## config.mk

```make
export PLATFORM = sky130hd
export DESIGN_NAME = layer_scheduler
export DESIGN_NICKNAME = d
export VERILOG_FILES = /design/src/rtl/layer_scheduler.sv
export SDC_FILE = /design/constraint.sdc
export NUM_CORES = 2
export LEC_CHECK = 0
export ABC_CLOCK_PERIOD_IN_PS = 3400
export BUFFER_PORTS_ARGS = -buffer_cell sky130_fd_sc_hd__buf_2
export CAP_MARGIN = 10
export CORE_ASPECT_RATIO = 1.2
export CORE_MARGIN = 10
export CORE_UTILIZATION = 66
export CTS_BUF_LIST = sky130_fd_sc_hd__clkbuf_2 sky130_fd_sc_hd__clkbuf_4 sky130_fd_sc_hd__clkbuf_8
export DETAILED_ROUTE_END_ITERATION = 12
export GPL_TIMING_DRIVEN = 0
export HOLD_SLACK_MARGIN = 0.05
export PLACE_DENSITY = 0.84
export RECOVER_POWER = 50
export SYNTH_ARGS = -nofsm -noshare
export SYNTH_HDL_FRONTEND = slang
export SYNTH_SLANG_ARGS = --single-unit
```

## constraint.sdc

```tcl
create_clock -name clk -period 3.4 [get_ports clk]
set_input_delay 0.17 -clock clk [delete_from_list [all_inputs] [get_ports clk]]
set_output_delay 0.17 -clock clk [all_outputs]
set_load 0.01 [all_outputs]
```

## src/rtl/layer_scheduler.sv

```systemverilog
// Multi-layer sequencer: walks a software-loaded descriptor table, launching
// each layer on the datapath and waiting for its done, with a per-layer watchdog.
module layer_scheduler #(
  parameter int unsigned NUM_LAYERS = 4,
  parameter int unsigned TIMEOUT    = 1_000_000
) (
  input  logic        clk,
  input  logic        rstn,
  input  logic        cfg_we,
  input  logic [2:0]  cfg_layer,
  input  logic [2:0]  cfg_field,
  input  logic [31:0] cfg_wdata,
  input  logic        start,
  input  logic [3:0]  num_layers,
  input  logic        abort,
  input  logic        done,
  output logic        go,
  output logic [2:0]  layer_index,
  output logic [31:0] data_address,
  output logic [31:0] data_size,
  output logic [31:0] weight_address,
  output logic [31:0] weight_size,
  output logic [31:0] result_address,
  output logic        busy,
  output logic        all_done,
  output logic        error
);

  localparam int unsigned TBL_D = 8;
  localparam int unsigned CNT_W = (TIMEOUT > 2) ? $clog2(TIMEOUT) : 1;

  typedef struct packed {
    logic [31:0] data_address;
    logic [31:0] data_size;
    logic [31:0] weight_address;
    logic [31:0] weight_size;
    logic [31:0] result_address;
  } desc_t;

  typedef enum logic [2:0] {S_IDLE, S_ISSUE, S_WAIT, S_FINISH, S_ERR} state_t;

  state_t             state_q;
  desc_t              tbl_q [TBL_D];
  desc_t              desc_q;
  logic [2:0]         idx_q;
  logic [2:0]         last_q;
  logic [CNT_W-1:0]   cnt_q;
  logic               go_q;
  logic               busy_q;
  logic               all_done_q;
  logic               error_q;
  logic [3:0]         n_c;
  logic               timeout_c;

  assign n_c       = (num_layers > 4'(NUM_LAYERS)) ? 4'(NUM_LAYERS) : num_layers;
  assign timeout_c = (TIMEOUT != 0) && (cnt_q == CNT_W'(TIMEOUT - 1));

  // Table entries at or beyond NUM_LAYERS are never written and stay zero.
  always_ff @(posedge clk or negedge rstn) begin
    if (!rstn) begin
      state_q    <= S_IDLE;
      for (int i = 0; i < TBL_D; i++) tbl_q[i] <= '0;
      desc_q     <= '0;
      idx_q      <= '0;
      last_q     <= '0;
      cnt_q      <= '0;
      go_q       <= 1'b0;
      busy_q     <= 1'b0;
      all_done_q <= 1'b0;
      error_q    <= 1'b0;
    end else begin
      go_q       <= 1'b0;
      all_done_q <= 1'b0;
      if (cfg_we && !busy_q && (32'(cfg_layer) < NUM_LAYERS)) begin
        case (cfg_field)
          3'd0:    tbl_q[cfg_layer].data_address   <= cfg_wdata;
          3'd1:    tbl_q[cfg_layer].data_size      <= cfg_wdata;
          3'd2:    tbl_q[cfg_layer].weight_address <= cfg_wdata;
          3'd3:    tbl_q[cfg_layer].weight_size    <= cfg_wdata;
          3'd4:    tbl_q[cfg_layer].result_address <= cfg_wdata;
          default: ;
        endcase
      end
      case (state_q)
        S_IDLE, S_ERR: begin
          if (abort) begin
            state_q <= S_IDLE;
          end else if (start) begin
            error_q <= 1'b0;
            idx_q   <= '0;
            desc_q  <= tbl_q[0];
            busy_q  <= 1'b1;
            if (n_c == 4'd0) begin
              state_q    <= S_FINISH;
              all_done_q <= 1'b1;
            end else begin
              last_q  <= 3'(n_c - 4'd1);
              state_q <= S_ISSUE;
              go_q    <= 1'b1;
            end
          end
        end
        S_ISSUE: begin
          cnt_q <= '0;
          if (abort) begin
            state_q <= S_IDLE;
            busy_q  <= 1'b0;
          end else begin
            state_q <= S_WAIT;
          end
        end
        S_WAIT: begin
          cnt_q <= cnt_q + CNT_W'(1);
          if (abort) begin
            state_q <= S_IDLE;
            busy_q  <= 1'b0;
          end else if (done) begin
            if (idx_q == last_q) begin
              state_q    <= S_FINISH;
              all_done_q <= 1'b1;
            end else begin
              idx_q   <= idx_q + 3'd1;
              desc_q  <= tbl_q[idx_q + 3'd1];
              state_q <= S_ISSUE;
              go_q    <= 1'b1;
            end
          end else if (timeout_c) begin
            state_q <= S_ERR;
            error_q <= 1'b1;
            busy_q  <= 1'b0;
          end
        end
        S_FINISH: begin
          state_q <= S_IDLE;
          busy_q  <= 1'b0;
        end
        default: begin
          state_q <= S_IDLE;
          busy_q  <= 1'b0;
        end
      endcase
    end
  end

  assign go             = go_q;
  assign busy           = busy_q;
  assign all_done       = all_done_q;
  assign error          = error_q;
  assign layer_index    = idx_q;
  assign data_address   = desc_q.data_address;
  assign data_size      = desc_q.data_size;
  assign weight_address = desc_q.weight_address;
  assign weight_size    = desc_q.weight_size;
  assign result_address = desc_q.result_address;

endmodule

```

==> results.toml <==
[logic_synthesis]
yosys.area.top_type = "dfrtp_1"
yosys.area_share.adder = 0.001024
synth_top_cell_area_share = 0.6032
synth.area.top_cells = "dfrtp_1 60%, mux2_2 11%, mux2i_1 11%, clkbuf_1 5.2%, a22oi_1 3.9%"
synth_seq_cells = 1473
synth_compound_area_frac = 0.05948
async_reset_ff_frac = 1.000
syn_inst = 4896
post-synth-top-count-cell = "dfrtp_1"
netlist_area_um2 = 61110
synthTopCellsByCount = "1473 x dfrtp_1, 841 x clkbuf_1, 649 x mux2i_1"
synthesis.nets = 4949
synth_top_family_by_area = "multiplexers"
synth-main-ff-cell = "dfrtp_1"
synth_simple_gate_area_frac = 0.04474
ys_types = 54
yosysWarnings = 0
synthMuxAreaShare = 0.2246
ys_seq_area_frac = 0.6032
synth_xor_area_frac = 0.0007167
avgSynthCellArea_um2 = 12.48
synth_edf_count = 0

[cts]
cts_root_buf = "clkbuf_8"
htreeDepth = 4
cts_setup_buffers = 0
clk_pin_slew_worst_paths_ns = 0.07
clock_latency_ns = 0.93
numCtsBuffers = 214
clock_path_buffers = 3
cts_tree = "yes"
cts.sinks = 1473

[route]
drc = 0
drtIter0Drc = 3827
wire_per_inst_um = 24.72
vias = 41350
ant_nets = 0
routed_wl_um = 167300
first_pass_iters = 6
vias_per_cell = 6.108

[final_layout]
final_net_count = 5405
drive_gt1_frac = 0.2138
final_cells = 6769
fillers = 5706
area_growth_pct = 12.79

[sta]
rsz0062_at_grt = "yes"
final.setup.tns_ns = -0.07264
skew_ns = 0.04543
fin_crit_sh = 1.011
hold_viol_final = 0
report.final.slew_viol_count = 44
post-route-min-period_ns = 3.438
fin_ws_ns = -0.03804
hold_ws_ns = 0.1112
slew_headroom = -0.5599
max_freq_mhz = 290.9
finalSetupViolations = 3
worstMarginPinSlew_ns = 2.340

[setup_path]
r2r_slack_ns = -0.04
crit_type = "register to register"
cp-end-kind = "register"
reg2reg_to = "data_address[5]"
cp_data_required_time_ns = 4.17
r2r-start = "layer_index[1]"
reg2reg_depth = 9
worstPathArrival_ns = 4.21
start_kind = "register"
critPathMaxFanout = 10

[die]
core_um2 = 92050
ios = 215
dieHeight_um = 353.3
die_w_um = 297.8
die_area_um2 = 105200
start_util = 0.6639
rows = 122

[placement]
placedCellCount = 6326
dp_hpwl_um = 114400
place_ws_ns = -0.2966
port_buffers = 180
gp_congestion = 0.8829

[min_path]
hold_path_class = "input port to register"
hold_depth = 2
hold_start = "cfg_wdata[7]"

[power_and_ir_drop]
power.internal_mw = 29.41
switching_share = 0.2896
worst_ir_drop_vdd_mv = 0.3909
finalPower_mw = 41.40
pwr_density_cell_nw_per_um2 = 600.6
p_switching_mw = 11.99
power.leakage_nw = 31.69
seqPwrFrac = 0.481
combPwrFrac = 0.150
clkPwrFrac = 0.369

[status]
failed_checks = "capacitance limit, slew limit, setup timing"
outcome = "finished, violations left"

[global_routing]
track_usage = 0.3150
grt_max_degree = 183
grt-ovfl-total = 0
antenna_found_initial = 18
grt_pass1_wl_um = 253900
grt_pass1_vias = 43130

[flow_run]
cap_violations = 1
-- critical path, cell delays in order, from the launching register on --
cell and delay (ns):
dfrtp_1 0.44, ha_1 0.26, xor2_1 0.36, and2_1 0.17
buf_2 0.30, buf_2 0.50, clkbuf_1 0.76, a22oi_1 0.24
nand3_1 0.16, a31oi_1 0.09
-- layout make-up --
type	count	area, µm²	area share
diodes	10	25.02	0.0003631
plain buffers	986	4041	0.05864
clock buffers	344	4328	0.06280
clock inverters	39	401.6	0.005828
inverters	6	22.52	0.0003268
multi-input cells	2430	20210	0.2932
flip-flops and latches	1473	36860	0.5348
well taps	1240	1551	0.02251
repair buffers	241	1480	0.02148
-- timing repair --
item / CTS / global route
endpoints found under the hold margin: 849 / 0
pin swaps: 0 / 0
setup endpoints to repair: 70 / 70
hold buffers: 51 / 0
resized for setup: 4 / 12
cloned: 0 / 0
-- how the worst max path moves through the flow --
stage | start | endpoint | slack (ns) | depth (start not counted)
2_1_floorplan | layer_index[1] | data_address[0] | 1.32 | 8
3_3_place_gp | rstn | async pin | -28.56 | 1
3_5_place_dp | state_q[2] | data_address[1] | -0.30 | 7
4_1_cts | layer_index[1] | data_size[25] | 0.01 | 8
5_1_grt | busy | register | -0.04 | 8
6_report | layer_index[1] | data_address[5] | -0.04 | 9
-- through the flow --
step	util	instance area, µm²
6_report	0.7487	68920
5_1_grt	0.7487	68910
4_1_cts	0.7508	69110
3_5_place_dp	0.6937	63850
3_3_place_gp	0.6905	63560
2_1_floorplan	-	61110
-- logic make-up after synthesis --
| logic type | count (synthesis) |
|---|---|
| mux | 1291 |
| simple gates | 611 |
| xor+xnor | 5 |
| flops | 1473 |
| compound gates | 518 |
| buf+inv | 993 |
| fa+ha+maj | 5 |
-- power groups by stage --
stage	clock (mW)	combinational (mW)	sequential, mW
floorplan	0	3.36	20.0
global placement	0	6.06	20.1
detailed placement	0	6.24	20.1
CTS	15.3	6.34	19.8
global route	16.1	6.61	20.0
finish	15.3	6.19	19.9
-- routing by layer --
metal,track usage,up-vias,routed length (µm)
li1,-,17580,-
met1,0.3818,21160,62830
met2,0.5057,1988,79210
met3,0.07822,609,14390
met4,0.1953,10,10840
met5,0,-,59
-- layout by cell type, fill, tap and decap left out, drive strengths merged, types with 15 or more instances in the layout --
cell type,Yosys,routed
dfrtp,1473,1473
clkbuf,842,1352
mux2i,649,649
mux2,642,642
a22oi,321,321
nand2,210,210
nor2,181,181
nand3,172,172
buf,145,167
a31oi,163,163
dlygate4sd3,0,50
clkinv,0,24
o21ai,16,16
inv,6,15
Note: power is estimated with default switching activity, not from simulation.
